--- config.mk ---
export PLATFORM = sky130hd
export DESIGN_NAME = writeback_unit
export DESIGN_NICKNAME = d
export VERILOG_FILES = /design/src/rtl/rv_pkg.sv /design/src/rtl/wb_load_fifo.sv /design/src/rtl/writeback_unit.sv
export SDC_FILE = /design/constraint.sdc
export NUM_CORES = 1
export LEC_CHECK = 0
export CAP_MARGIN = 10
export CORE_ASPECT_RATIO = 1.5
export CORE_UTILIZATION = 53
export DETAILED_ROUTE_END_ITERATION = 12
export PLACE_DENSITY = 0.9
export SLEW_MARGIN = 5
export SYNTH_ARGS = -nofsm -noshare
export SYNTH_HDL_FRONTEND = slang
export SYNTH_SLANG_ARGS = --single-unit
--- constraint.sdc ---
create_clock -name clk -period 3.1 [get_ports clk]
set_input_delay 0.31 -clock clk [delete_from_list [all_inputs] [get_ports clk]]
set_output_delay 0.31 -clock clk [all_outputs]
set_load 0.02 [all_outputs]
--- src/rtl/rv_pkg.sv ---
// ============================================================================
// rv_pkg: shared widths and the writeback entry type for the integer core.
// Revision: 1.0
// ============================================================================
`default_nettype none

package rv_pkg;
  localparam int XLEN       = 32;
  localparam int REG_ADDR_W = 5;
  localparam int REG_COUNT  = 32;

  typedef struct packed {
    logic [REG_ADDR_W-1:0] rd;
    logic [XLEN-1:0]       data;
  } wb_entry_t;
endpackage

`default_nettype wire

--- src/rtl/wb_load_fifo.sv ---
// ============================================================================
// wb_load_fifo: LQ_DEPTH-entry synchronous FIFO buffering load results.
// Revision: 1.0
// ============================================================================
`default_nettype none

module wb_load_fifo
  import rv_pkg::*;
#(
  parameter int LQ_DEPTH = 2
) (
  input  logic      clk,
  input  logic      reset_n,
  input  logic      i_push,
  input  wb_entry_t i_data,
  input  logic      i_pop,
  output wb_entry_t o_data,
  output logic      o_full,
  output logic      o_empty
);

  localparam int PTR_W = $clog2(LQ_DEPTH);
  localparam int CNT_W = $clog2(LQ_DEPTH + 1);
  localparam logic [CNT_W-1:0] C_FULL = CNT_W'(LQ_DEPTH);

  wb_entry_t        r_mem [LQ_DEPTH];
  logic [PTR_W-1:0] r_wr_ptr;
  logic [PTR_W-1:0] r_rd_ptr;
  logic [CNT_W-1:0] r_count;
  logic             w_push;
  logic             w_pop;

  assign o_full  = (r_count == C_FULL);
  assign o_empty = (r_count == '0);
  assign w_push  = i_push & ~o_full;
  assign w_pop   = i_pop & ~o_empty;
  assign o_data  = r_mem[r_rd_ptr];

  // Storage carries no reset; validity is tracked entirely by r_count.
  always_ff @(posedge clk) begin
    if (w_push) begin
      r_mem[r_wr_ptr] <= i_data;
    end
  end

  always_ff @(posedge clk or negedge reset_n) begin
    if (!reset_n) begin
      r_wr_ptr <= '0;
      r_rd_ptr <= '0;
      r_count  <= '0;
    end else begin
      if (w_push) begin
        r_wr_ptr <= r_wr_ptr + 1'b1;
      end
      if (w_pop) begin
        r_rd_ptr <= r_rd_ptr + 1'b1;
      end
      case ({w_push, w_pop})
        2'b10:   r_count <= r_count + 1'b1;
        2'b01:   r_count <= r_count - 1'b1;
        default: r_count <= r_count;
      endcase
    end
  end

endmodule

`default_nettype wire

--- src/rtl/writeback_unit.sv ---
// ============================================================================
// writeback_unit: merges ALU and load results onto the register file write
// port and tracks pending writes for decode hazard stalls.
// Revision: 1.0
// ============================================================================
`default_nettype none

module writeback_unit
  import rv_pkg::*;
#(
  parameter int LQ_DEPTH = 2
) (
  input  logic                  clk,
  input  logic                  reset_n,
  input  logic                  alu_valid_i,
  input  logic [REG_ADDR_W-1:0] alu_rd_i,
  input  logic [XLEN-1:0]       alu_data_i,
  input  logic                  ld_valid_i,
  output logic                  ld_ready_o,
  input  logic [REG_ADDR_W-1:0] ld_rd_i,
  input  logic [XLEN-1:0]       ld_data_i,
  input  logic                  issue_valid_i,
  input  logic [REG_ADDR_W-1:0] issue_rd_i,
  input  logic [REG_ADDR_W-1:0] rs1_addr_i,
  input  logic [REG_ADDR_W-1:0] rs2_addr_i,
  output logic                  stall_o,
  output logic                  wr_enable_o,
  output logic [REG_ADDR_W-1:0] wr_addr_o,
  output logic [XLEN-1:0]       wr_data_o
);

  wb_entry_t             w_ld_entry;
  wb_entry_t             w_head;
  wb_entry_t             w_sel;
  logic                  w_full;
  logic                  w_empty;
  logic                  w_sel_valid;
  logic                  w_stall;
  logic [REG_COUNT-1:0]  w_set;
  logic [REG_COUNT-1:0]  w_clr;

  logic                  r_wr_enable;
  logic [REG_ADDR_W-1:0] r_wr_addr;
  logic [XLEN-1:0]       r_wr_data;
  logic [REG_COUNT-1:0]  r_busy;

  assign w_ld_entry = '{rd: ld_rd_i, data: ld_data_i};

  // The buffer pops only when the ALU leaves the write port free.
  wb_load_fifo #(
    .LQ_DEPTH (LQ_DEPTH)
  ) u_load_fifo (
    .clk     (clk),
    .reset_n (reset_n),
    .i_push  (ld_valid_i),
    .i_data  (w_ld_entry),
    .i_pop   (~alu_valid_i),
    .o_data  (w_head),
    .o_full  (w_full),
    .o_empty (w_empty)
  );

  assign ld_ready_o  = ~w_full;
  assign w_sel_valid = alu_valid_i | ~w_empty;
  assign w_sel       = alu_valid_i ? '{rd: alu_rd_i, data: alu_data_i} : w_head;

  always_ff @(posedge clk or negedge reset_n) begin
    if (!reset_n) begin
      r_wr_enable <= 1'b0;
      r_wr_addr   <= '0;
      r_wr_data   <= '0;
    end else begin
      r_wr_enable <= w_sel_valid && (w_sel.rd != '0);
      if (w_sel_valid) begin
        r_wr_addr <= w_sel.rd;
        r_wr_data <= w_sel.data;
      end
    end
  end

  assign wr_enable_o = r_wr_enable;
  assign wr_addr_o   = r_wr_addr;
  assign wr_data_o   = r_wr_data;

  // Bit 0 is never set, so x0 reads as permanently free.
  assign w_stall = r_busy[rs1_addr_i] | r_busy[rs2_addr_i] | r_busy[issue_rd_i];
  assign stall_o = w_stall;

  always_comb begin
    w_set = '0;
    w_clr = '0;
    if (r_wr_enable) begin
      w_clr[r_wr_addr] = 1'b1;
    end
    if (issue_valid_i && !w_stall && (issue_rd_i != '0)) begin
      w_set[issue_rd_i] = 1'b1;
    end
  end

  always_ff @(posedge clk or negedge reset_n) begin
    if (!reset_n) begin
      r_busy <= '0;
    end else begin
      r_busy <= (r_busy & ~w_clr) | w_set;
    end
  end

endmodule

`default_nettype wire
Word-level counts from Yosys, hierarchy flattened
Memory sizes are Yosys's and may differ from the RTL's.
Cells that the tools add are included.
{"block": "word_totals", "word_cells": 58, "mem_bits_rw": 74, "n_memories": 1, "inputBits": 94, "register_bits": 74, "output_inout_bits": 40}
{"block": "classes", "addsub": 4, "bitwise": 11, "reduce_logical": 10, "n_eq_ne": 3, "order_cmp": 6, "mux": 16}
{"name": "u_load_fifo.r_mem", "depth": 2, "word_bits": 37, "read_ports": 1, "rd_clocked_by_memory_dff": 0, "write_ports": 1, "line_no": "wb_load_fifo.sv:26", "source": "wb_entry_t r_mem [LQ_DEPTH];"}
{"op": "two-way mux 32 bit", "count": 2}
{"op": "two-way mux 37 bit", "count": 1}
{"op": "bitwise AND 32 bit", "count": 1}
{"op": "inverter 32 bit", "count": 1}
{"op": "OR 32 bit", "count": 1}
{"op": "< comparator 5 x 6 -> 1 bit (second input constant)", "count": 4}
{"op": "binary-select mux 1 bit (select 5 bit)", "count": 3}
{"op": "demux 1 bit (select 5 bit)", "count": 2}
{"op": ">= comparator 5 x 1 -> 1 bit (second input constant)", "count": 2}
{"op": "nonzero test 5 bit", "count": 2}
{"op": "two-way mux 1 bit", "count": 7}
{"op": "logical AND 1 bit", "count": 5}
{"op": "== test 2 bit (second input constant)", "count": 2}
{"op": "case mux 2 bit (2 select lines)", "count": 1}
{"op": "inverter 1 bit", "count": 3}
{"op": "OR 1 bit", "count": 3}
{"op": "adder 1 bit (second input constant)", "count": 2}
{"op": "adder 2 x 1 -> 2 bit (second input constant)", "count": 1}
{"op": "bitwise AND 1 bit", "count": 2}
{"op": "== test 2 x 1 -> 1 bit (second input constant)", "count": 1}
{"op": "zero test 2 bit", "count": 1}
{"op": "nonzero test 2 bit", "count": 1}
{"op": "subtractor 2 x 1 -> 2 bit (second input constant)", "count": 1}
{"op": "zero test 1 bit", "count": 1}

Depth between registers and ports, before layout
{"block": "depth", "word_depth": 9, "ltp_mapped": 9, "depth_no_buf": 6}

By module
A second synthesis with hierarchy kept.
{"block": "hier_totals", "cells_unflattened": 541, "hier_area_um2": 7156.9}
{"module": "writeback_unit", "seq_area_each_um2": 1751.7, "cells_each": 408, "area_per_inst_um2": 4207.8, "n_inst": 1}
{"module": "wb_load_fifo", "seq_area_each_um2": 2322.2, "cells_each": 133, "area_per_inst_um2": 2949.1, "n_inst": 1}

Worst setup path after synthesis
OpenSTA, ideal clock, no wires.
{"block": "synth_timing", "kind": "register to register", "start": "reg u_load_fifo.r_count[0]", "end": "mem u_load_fifo.r_mem[0][0] in the netlist's numbering, enable pin", "setup_slack_ns": 0.275, "setup_ns": 0.431, "stages_incl_launch_ff": 4, "synth_period_minus_slack_ns": 2.825, "t_required_ns": 2.669, "n_path_buf": 0, "arrival_time_ns": 2.393, "cell_sequence": "dfrtp_1 nand2b_1 nand2_1 nor2_1"}
{"block": "synth_via", "elab_chain_cells": 5}
{"element": "start: declaration", "line_no": "wb_load_fifo.sv:29", "source": "logic [CNT_W-1:0] r_count;"}
{"element": "start signal: assignment", "line_no": "wb_load_fifo.sv:59", "source": "2'b10: r_count <= r_count + 1'b1;"}
{"element": "start signal: assignment", "line_no": "wb_load_fifo.sv:60", "source": "2'b01: r_count <= r_count - 1'b1;"}
{"element": "start signal: assignment", "line_no": "wb_load_fifo.sv:61", "source": "default: r_count <= r_count;"}
{"element": "== test 2 bit", "line_no": "wb_load_fifo.sv:33", "source": "assign o_full = (r_count == C_FULL);"}
{"element": "inverter 1 bit"}
{"element": "named net ld_ready_o", "line_no": "writeback_unit.sv:19", "source": "output logic ld_ready_o,"}
{"element": "bitwise AND 1 bit", "line_no": "wb_load_fifo.sv:35", "source": "assign w_push = i_push & ~o_full;"}
{"element": "two-way mux 1 bit", "line_no": "wb_load_fifo.sv:41", "source": "if (w_push) begin"}
{"element": "two-way mux 1 bit (not written as such)", "line_no": "wb_load_fifo.sv:42", "source": "r_mem[r_wr_ptr] <= i_data;"}
{"element": "end: declaration", "line_no": "wb_load_fifo.sv:26"}
The timed path passes the listed nets, and every way through them passes these cells.

Worst setup path in the final report
{"block": "layout_timing", "start": "reg r_busy[31]", "end": "out stall_o"}
{"block": "layout_via", "elab_chain_cells": 4, "elab_cells_between_ends": 8, "classes_between": "mux (6); bitwise (2)"}
{"element": "start: declaration", "line_no": "writeback_unit.sv:45", "source": "logic [REG_COUNT-1:0] r_busy;"}
{"element": "start signal: assignment", "line_no": "writeback_unit.sv:104", "source": "r_busy <= (r_busy & ~w_clr) | w_set;"}
{"element": "binary-select mux 1 bit (select 5 bit)", "line_no": "writeback_unit.sv:86", "source": "assign w_stall = r_busy[rs1_addr_i] | r_busy[rs2_addr_i] | r_busy[issue_rd_i];"}
{"element": "two-way mux 1 bit (not written as such)", "line_no": "writeback_unit.sv:86"}
{"element": "OR 1 bit", "line_no": "writeback_unit.sv:86"}
{"element": "OR 1 bit (*)", "line_no": "writeback_unit.sv:86"}
{"element": "end: declaration", "line_no": "writeback_unit.sv:26", "source": "output logic stall_o,"}
Every way passes the cells marked *; elsewhere a longest branch is shown, timed or not. The select of a mux whose other input is x is not followed.

==> results.json <==
{
  "power_density_nw_per_um2": 882.0,
  "cts_buffers": 17,
  "overflow": 0,
  "cts.hold.buffers_added": 0,
  "start_util": 0.5464,
  "vias": 6252,
  "drt-total-wl_mm": 22.86,
  "synth_commonest_cells": "o21ai_0 (85), nor2_1 (75), dfrtp_1 (74), edfxtp_1 (74), mux2i_1 (69)",
  "path_cells": "buf_4 -> mux2i_1 -> o22ai_1 -> a32o_2 -> nor4_4 -> o311ai_2 -> or4_4 -> buf_4",
  "critical_path_class": "reg2out",
  "netlist_area_um2": 7148,
  "worst_pin_slew_ns": 1.001,
  "hold_path.class": "in2async",
  "grt_usage": 0.3302,
  "cp.arrival_ns": 2.68,
  "fin_util": 0.7330,
  "synth_most_common_cell": "o21ai_0",
  "core_um2": 13080,
  "grt_start_max_net_pins": 75,
  "post-place-cells": 951,
  "gp_congestion": 0.9959,
  "grt_pass1_vias": 6437,
  "synth_seq_cells": 148,
  "synth_area_leader_cell": "edfxtp_1",
  "rows": 51,
  "synth_top_area_frac": 0.3109,
  "synth_area_per_cell_um2": 10.98,
  "r2r_setup_slack_ns": 0.69,
  "dr.first_iter.drc_count": 444,
  "relSlewSlack": 0.3329,
  "place_ws_ns": -0.4045,
  "setup_ws_ns": 0.1063,
  "port_buffers": 133,
  "critPathMaxFanout": 4,
  "reg2reg_depth": 10,
  "regToRegEndpoint": "r_busy[22]$_DFF_PN0_",
  "fmax_mhz": 334.0,
  "total_power_w": 0.008457,
  "crit_required_ns": 2.79,
  "finalClockSkew_ns": 0.009471,
  "firstDrtPassIters": 5,
  "async_reset_ff_frac": 0.5000,
  "ys_warn_count": 0,
  "dieArea_um2": 13960,
  "synth_cells": 651,
  "cts.clk_slew.worst_paths_ns": 0.06,
  "ant_nets": 0,
  "crit_path_end_kind": "output port",
  "slew_viol_final": 0,
  "viasPerCell": 6.322,
  "maxCapViolations": 0,
  "diodes": 0,
  "ir_worst_vdd_uv": 654.4,
  "cts_sinks": 148,
  "antenna_found_initial": 0,
  "h-tree-depth": 4,
  "wire_per_inst_um": 23.11,
  "cp_slowest_stage_delay_ns": 0.53,
  "synth_ff_type": "edfxtp_1",
  "root_buffer": "clkbuf_16",
  "io_pins": 134,
  "drc": 0,
  "insertion_delay_ns": 0.42,
  "die_x_um": 96.82,
  "setup_viol": 0,
  "synth_edf_count": 74,
  "synth.net_count": 746,
  "worst_setup_path_start_kind": "flop",
  "min_period_ns": 2.994,
  "nets": 912,
  "grt_pass1_wl_mm": 34.77,
  "area_delta_synth_final_pct": 34.13,
  "holdWs_ns": 0.05578,
  "clockBufferDepth": 2,
  "reg2reg_from": "r_busy[31]$_DFF_PN0_",
  "final_layout_size_suffix_gt1_frac": 0.1482,
  "synthTopCellsByArea": "edfxtp_1 (31%), dfrtp_1 (26%), mux2i_1 (9.7%), o21ai_0 (6.0%), nor2_1 (3.9%)",
  "synth_seq_area_share": 0.5699,
  "hpwl_mm": 14.96,
  "instances_no_fill": 989,
  "ys_types": 52,
  "die_y_um": 144.2,
  "cp_slowest_cell": "or4_4",
  "p_leak_nw": 3.772,
  "post-route-period-util": 0.9657,
  "cts_tree": "built",
  "path_common_cell": "buf_4",
  "status": "finished, final reports clean",
  "finalHoldViolCount": 0
}
==> timing repair <==
item	in CTS	in global routing
gates cloned	0	1
setup buffers	3	2
hold endpoints to repair	0	0
endpoints found under the setup margin	1	1
resized for setup	5	7
pin swaps	2	3
==> registers in the layout, summed over array words and instances (netlist names) <==
| signal | cells |
|---|---|
| r_busy | 32 |
| u_load_fifo.r_count | 2 |
| u_load_fifo.r_mem | 74 |
| u_load_fifo.r_rd_ptr | 1 |
| u_load_fifo.r_wr_ptr | 1 |
| wr_addr_o | 5 |
| wr_data_o | 32 |
| wr_enable_o | 1 |
==> worst max path at each step <==
stage / startpoint / to / slack (ns) / cells after the start
after floorplan: u_load_fifo.r_count[0]$_DFFE_PN0P_ / u_load_fifo.r_mem[0][0]$_DFFE_PP_ / 0.28 / 3
after detailed placement: issue_rd_i[0] / stall_o / -0.40 / 9
after CTS: issue_rd_i[0] / stall_o / 0.001 / 10
after global routing: r_busy[31]$_DFF_PN0_ / stall_o / -0.0002 / 8
after global placement: issue_rd_i[0] / stall_o / -0.39 / 9
final: r_busy[31]$_DFF_PN0_ / stall_o / 0.11 / 8
==> per-stage QoR <==
step                        TNS (ns)  area (um^2)
after floorplan                    0         7148
after global placement       -0.3895         8941
final                              0         9588
after global routing      -0.0002358         9588
after CTS                          0         9528
after detailed placement     -0.4045         8941
==> where the power goes <==
group | switching [W] | internal [W] | total [W]
logic | 0.00180 | 0.00136 | 0.00315
registers | 0.000584 | 0.00272 | 0.00331
clock network | 0.000871 | 0.00113 | 0.00200
==> cells by family (layout without fill, tap and decap cells) <==
| logic type | after synthesis | count (layout) | share of synthesized area |
|---|---|---|---|
| buffers and inverters | 50 | 229 | 0.03063 |
| adder cells (fa/ha/maj) | 1 | 1 | 0.001750 |
| AND/OR/NAND/NOR | 204 | 204 | 0.1397 |
| flip-flops | 148 | 148 | 0.5699 |
| multiplexers | 80 | 80 | 0.1260 |
| AO/OA/AOI/OAI | 163 | 163 | 0.1259 |
| XOR/XNOR | 5 | 5 | 0.006127 |
==> layout by cell type (no fill, tap or decap), types with 3 or more instances in the layout <==
cell	count
buf_4	58
xnor2_1	3
nand4_1	33
nor2b_1	4
nand2_1	49
a21oi_1	38
o22ai_1	3
edfxtp_1	74
mux2i_1	69
mux4_2	6
clkbuf_16	18
mux2_2	3
inv_6	6
o21ai_1	17
a22oi_1	4
nand2b_1	7
o21ai_0	84
clkinvlp_4	4
or3_1	3
dfrtp_1	72
or3b_2	3
inv_1	4
buf_12	3
nand3_1	5
nand3b_1	10
nor2_1	73
clkdlybuf4s50_1	128
and3_1	3
==> cell type report <==
| class | count | area (um^2) |
|---|---|---|
| Fill cell | 811 | 3493 |
| Sequential cell | 148 | 4076 |
| Inverter | 4 | 15.01 |
| Timing Repair Buffer | 193 | 1828 |
| Clock buffer | 18 | 429.2 |
| Multi-Input combinational cell | 453 | 2899 |
| Tap cell | 159 | 198.9 |
| Clock inverter | 14 | 141.4 |
==> critical path: cells and delay by family (launching register included) <==
family                 cells  cell delay (ns)
AND/OR/NAND/NOR            2             0.82
AO/OA/AOI/OAI              3             0.54
flip-flops                 1             0.46
buffers and inverters      2             0.32
multiplexers               1             0.15
==> per-layer routing <==
layer  vias to the layer above  share of wire  global-route usage
li1                       2738              -                   -
met1                      2984           0.34              0.3458
met2                       423           0.51              0.5819
met3                       107          0.080             0.09087
met4                         0          0.067              0.2192
met5                         -              0                   0
Note: power is estimated with default switching activity, not from simulation.
==> edit (same flow settings) <==
The package constant `XLEN` goes from 32 to 16.
--- a/src/rtl/rv_pkg.sv
+++ b/src/rtl/rv_pkg.sv
@@ -6,5 +6,5 @@
 
 package rv_pkg;
-  localparam int XLEN       = 32;
+  localparam int XLEN       = 16;
   localparam int REG_ADDR_W = 5;
   localparam int REG_COUNT  = 32;
Interface: changed (resized alu_data_i, ld_data_i and wr_data_o); port bits go from 134 to 86. The function was not compared with the original's and may differ.
==> edit against the unedited design <==
  * Non-clock buffer count shrank 63
  * Routed wire length down 32%
  * Area after synthesis shrank 26%
  * Final area down 29%
  * Die area is 25% lower
  * Sequential power fell by 29%
  * Setup slack improved by 44 ps
  * Sequential share of layout area down 2.5 points
  * Sequential cell count decreased by 48
  * Critical path depth is the same
  * Power is 35% lower
  * Synthesized cell count shrank 20%
  * Clock skew is 0.59 ps higher
==> edit: results <==
metrics = {
    "outcome": {
        "status": "complete, no violations",
    },
    "cts": {
        "clk_latency_ps": 340,
        "path_clk_slew_ps": 70,
        "h-tree-depth": 3,
        "numCtsBuffers": 9,
    },
    "placed_design": {
        "portBuffers": 85,
        "place_ws_ps": -347,
        "dpl.hpwl_um": 11400,
        "place_area_um2": 6470,
        "place.gp.congestion": 0.961,
    },
    "global_routing": {
        "grt_max_degree": 44,
        "grt_pass1_wl_um": 24100,
        "grt_pass1_vias": 4685,
    },
    "setup_path": {
        "r2r-end": "r_busy[25]",
        "worstReg2RegStart": "r_busy[12]",
        "reg2reg_slack_ps": 970,
        "critPathMaxFanout": 3,
    },
    "synthesis": {
        "synth_edf_count": 42,
        "ys_top_cells_by_area": "dfrtp_1 (27%), edfxtp_1 (24%), mux2i_1 (9.6%)",
        "synthCells": 518,
        "synth_seq_area_share": 0.510,
        "async_reset_ff_frac": 0.580,
        "synth.net_count": 581,
        "ys.flop_type": "dfrtp_1",
        "synth.distinct_cells": 49,
        "synth_commonest_cells": "o21ai_0 (84), nor2_1 (59), dfrtp_1 (58)",
    },
    "cells_and_area": {
        "n_fill_cell": 705,
        "drive_above_1_share": 0.136,
        "largest_reg_flops": 42,
        "nets": 684,
    },
    "power_and_ir_drop": {
        "ir_drop_mv": 0.646,
        "leakage_nw": 2.64,
    },
    "route": {
        "drt_iter0_drc": 456,
        "wl_per_cell_um": 20.9,
        "vias_per_cell": 6.36,
        "finalWirelength_um": 15500,
    },
    "sta": {
        "maxSlewHeadroom": 0.360,
        "finalClockSkew_ps": 10.1,
    },
}
==> edit: logic make-up after synthesis <==
family | synth area share
DFF | 0.510
adders and majority gates | 0.00235
and+or+nand+nor | 0.173
AOI/OAI and AO/OA | 0.136
buffers and inverters | 0.0351
xor gates and xnor gates | 0.00824
muxes | 0.135
==> edit: how the worst max path moves through the flow <==
stage,from,to,slack [ps],cells past startpoint
finish,rs1_addr_i[0],stall_o,150,8
global route,rs1_addr_i[0],stall_o,20,8
CTS,issue_rd_i[0],stall_o,60,9
detailed placement,issue_rd_i[0],stall_o,-350,9
global placement,issue_rd_i[0],stall_o,-310,9
floorplan,issue_rd_i[0],stall_o,710,6
==> edit: what timing repair did <==
action | 4_1_cts | 5_1_grt
buffers inserted | 0 | 2
gates cloned | 0 | 1
resized for setup | 4 | 2
pin swaps | 1 | 1
setup endpoints to repair | 1 | 1
==> edit: critical path: stages <==
cell and delay, ps:
clkdlybuf4s50_1 570, mux4_2 530, nand3_1 90, o21ai_1 80
nor4_2 270, nand3_2 110, or4_1 510, buf_2 170
==> edit: area by class of cell <==
| cell class | count | area, um2 | share of cell area |
|---|---|---|---|
| Sequential cell | 100 | 2710 | 0.400 |
| Multi-Input combinational cell | 378 | 2440 | 0.360 |
| Timing Repair Buffer | 130 | 1210 | 0.179 |
| Clock buffer | 12 | 236 | 0.0349 |
| Tap cell | 115 | 144 | 0.0212 |
| Clock inverter | 4 | 26.3 | 0.00388 |
| Inverter | 2 | 7.51 | 0.00111 |
==> edit: routing by layer <==
metal / track usage / share of wire
met1: 0.326 / 0.35
met2: 0.533 / 0.52
met3: 0.0417 / 0.059
met4: 0.205 / 0.077
met5: 0 / 0
==> edit: power by group <==
| part | switching (mW) | leakage (nW) | internal (mW) |
|---|---|---|---|
| Combinational | 1.19 | 1.42 | 0.921 |
| Sequential | 0.502 | 1.10 | 1.85 |
| Clock | 0.460 | 0.127 | 0.545 |
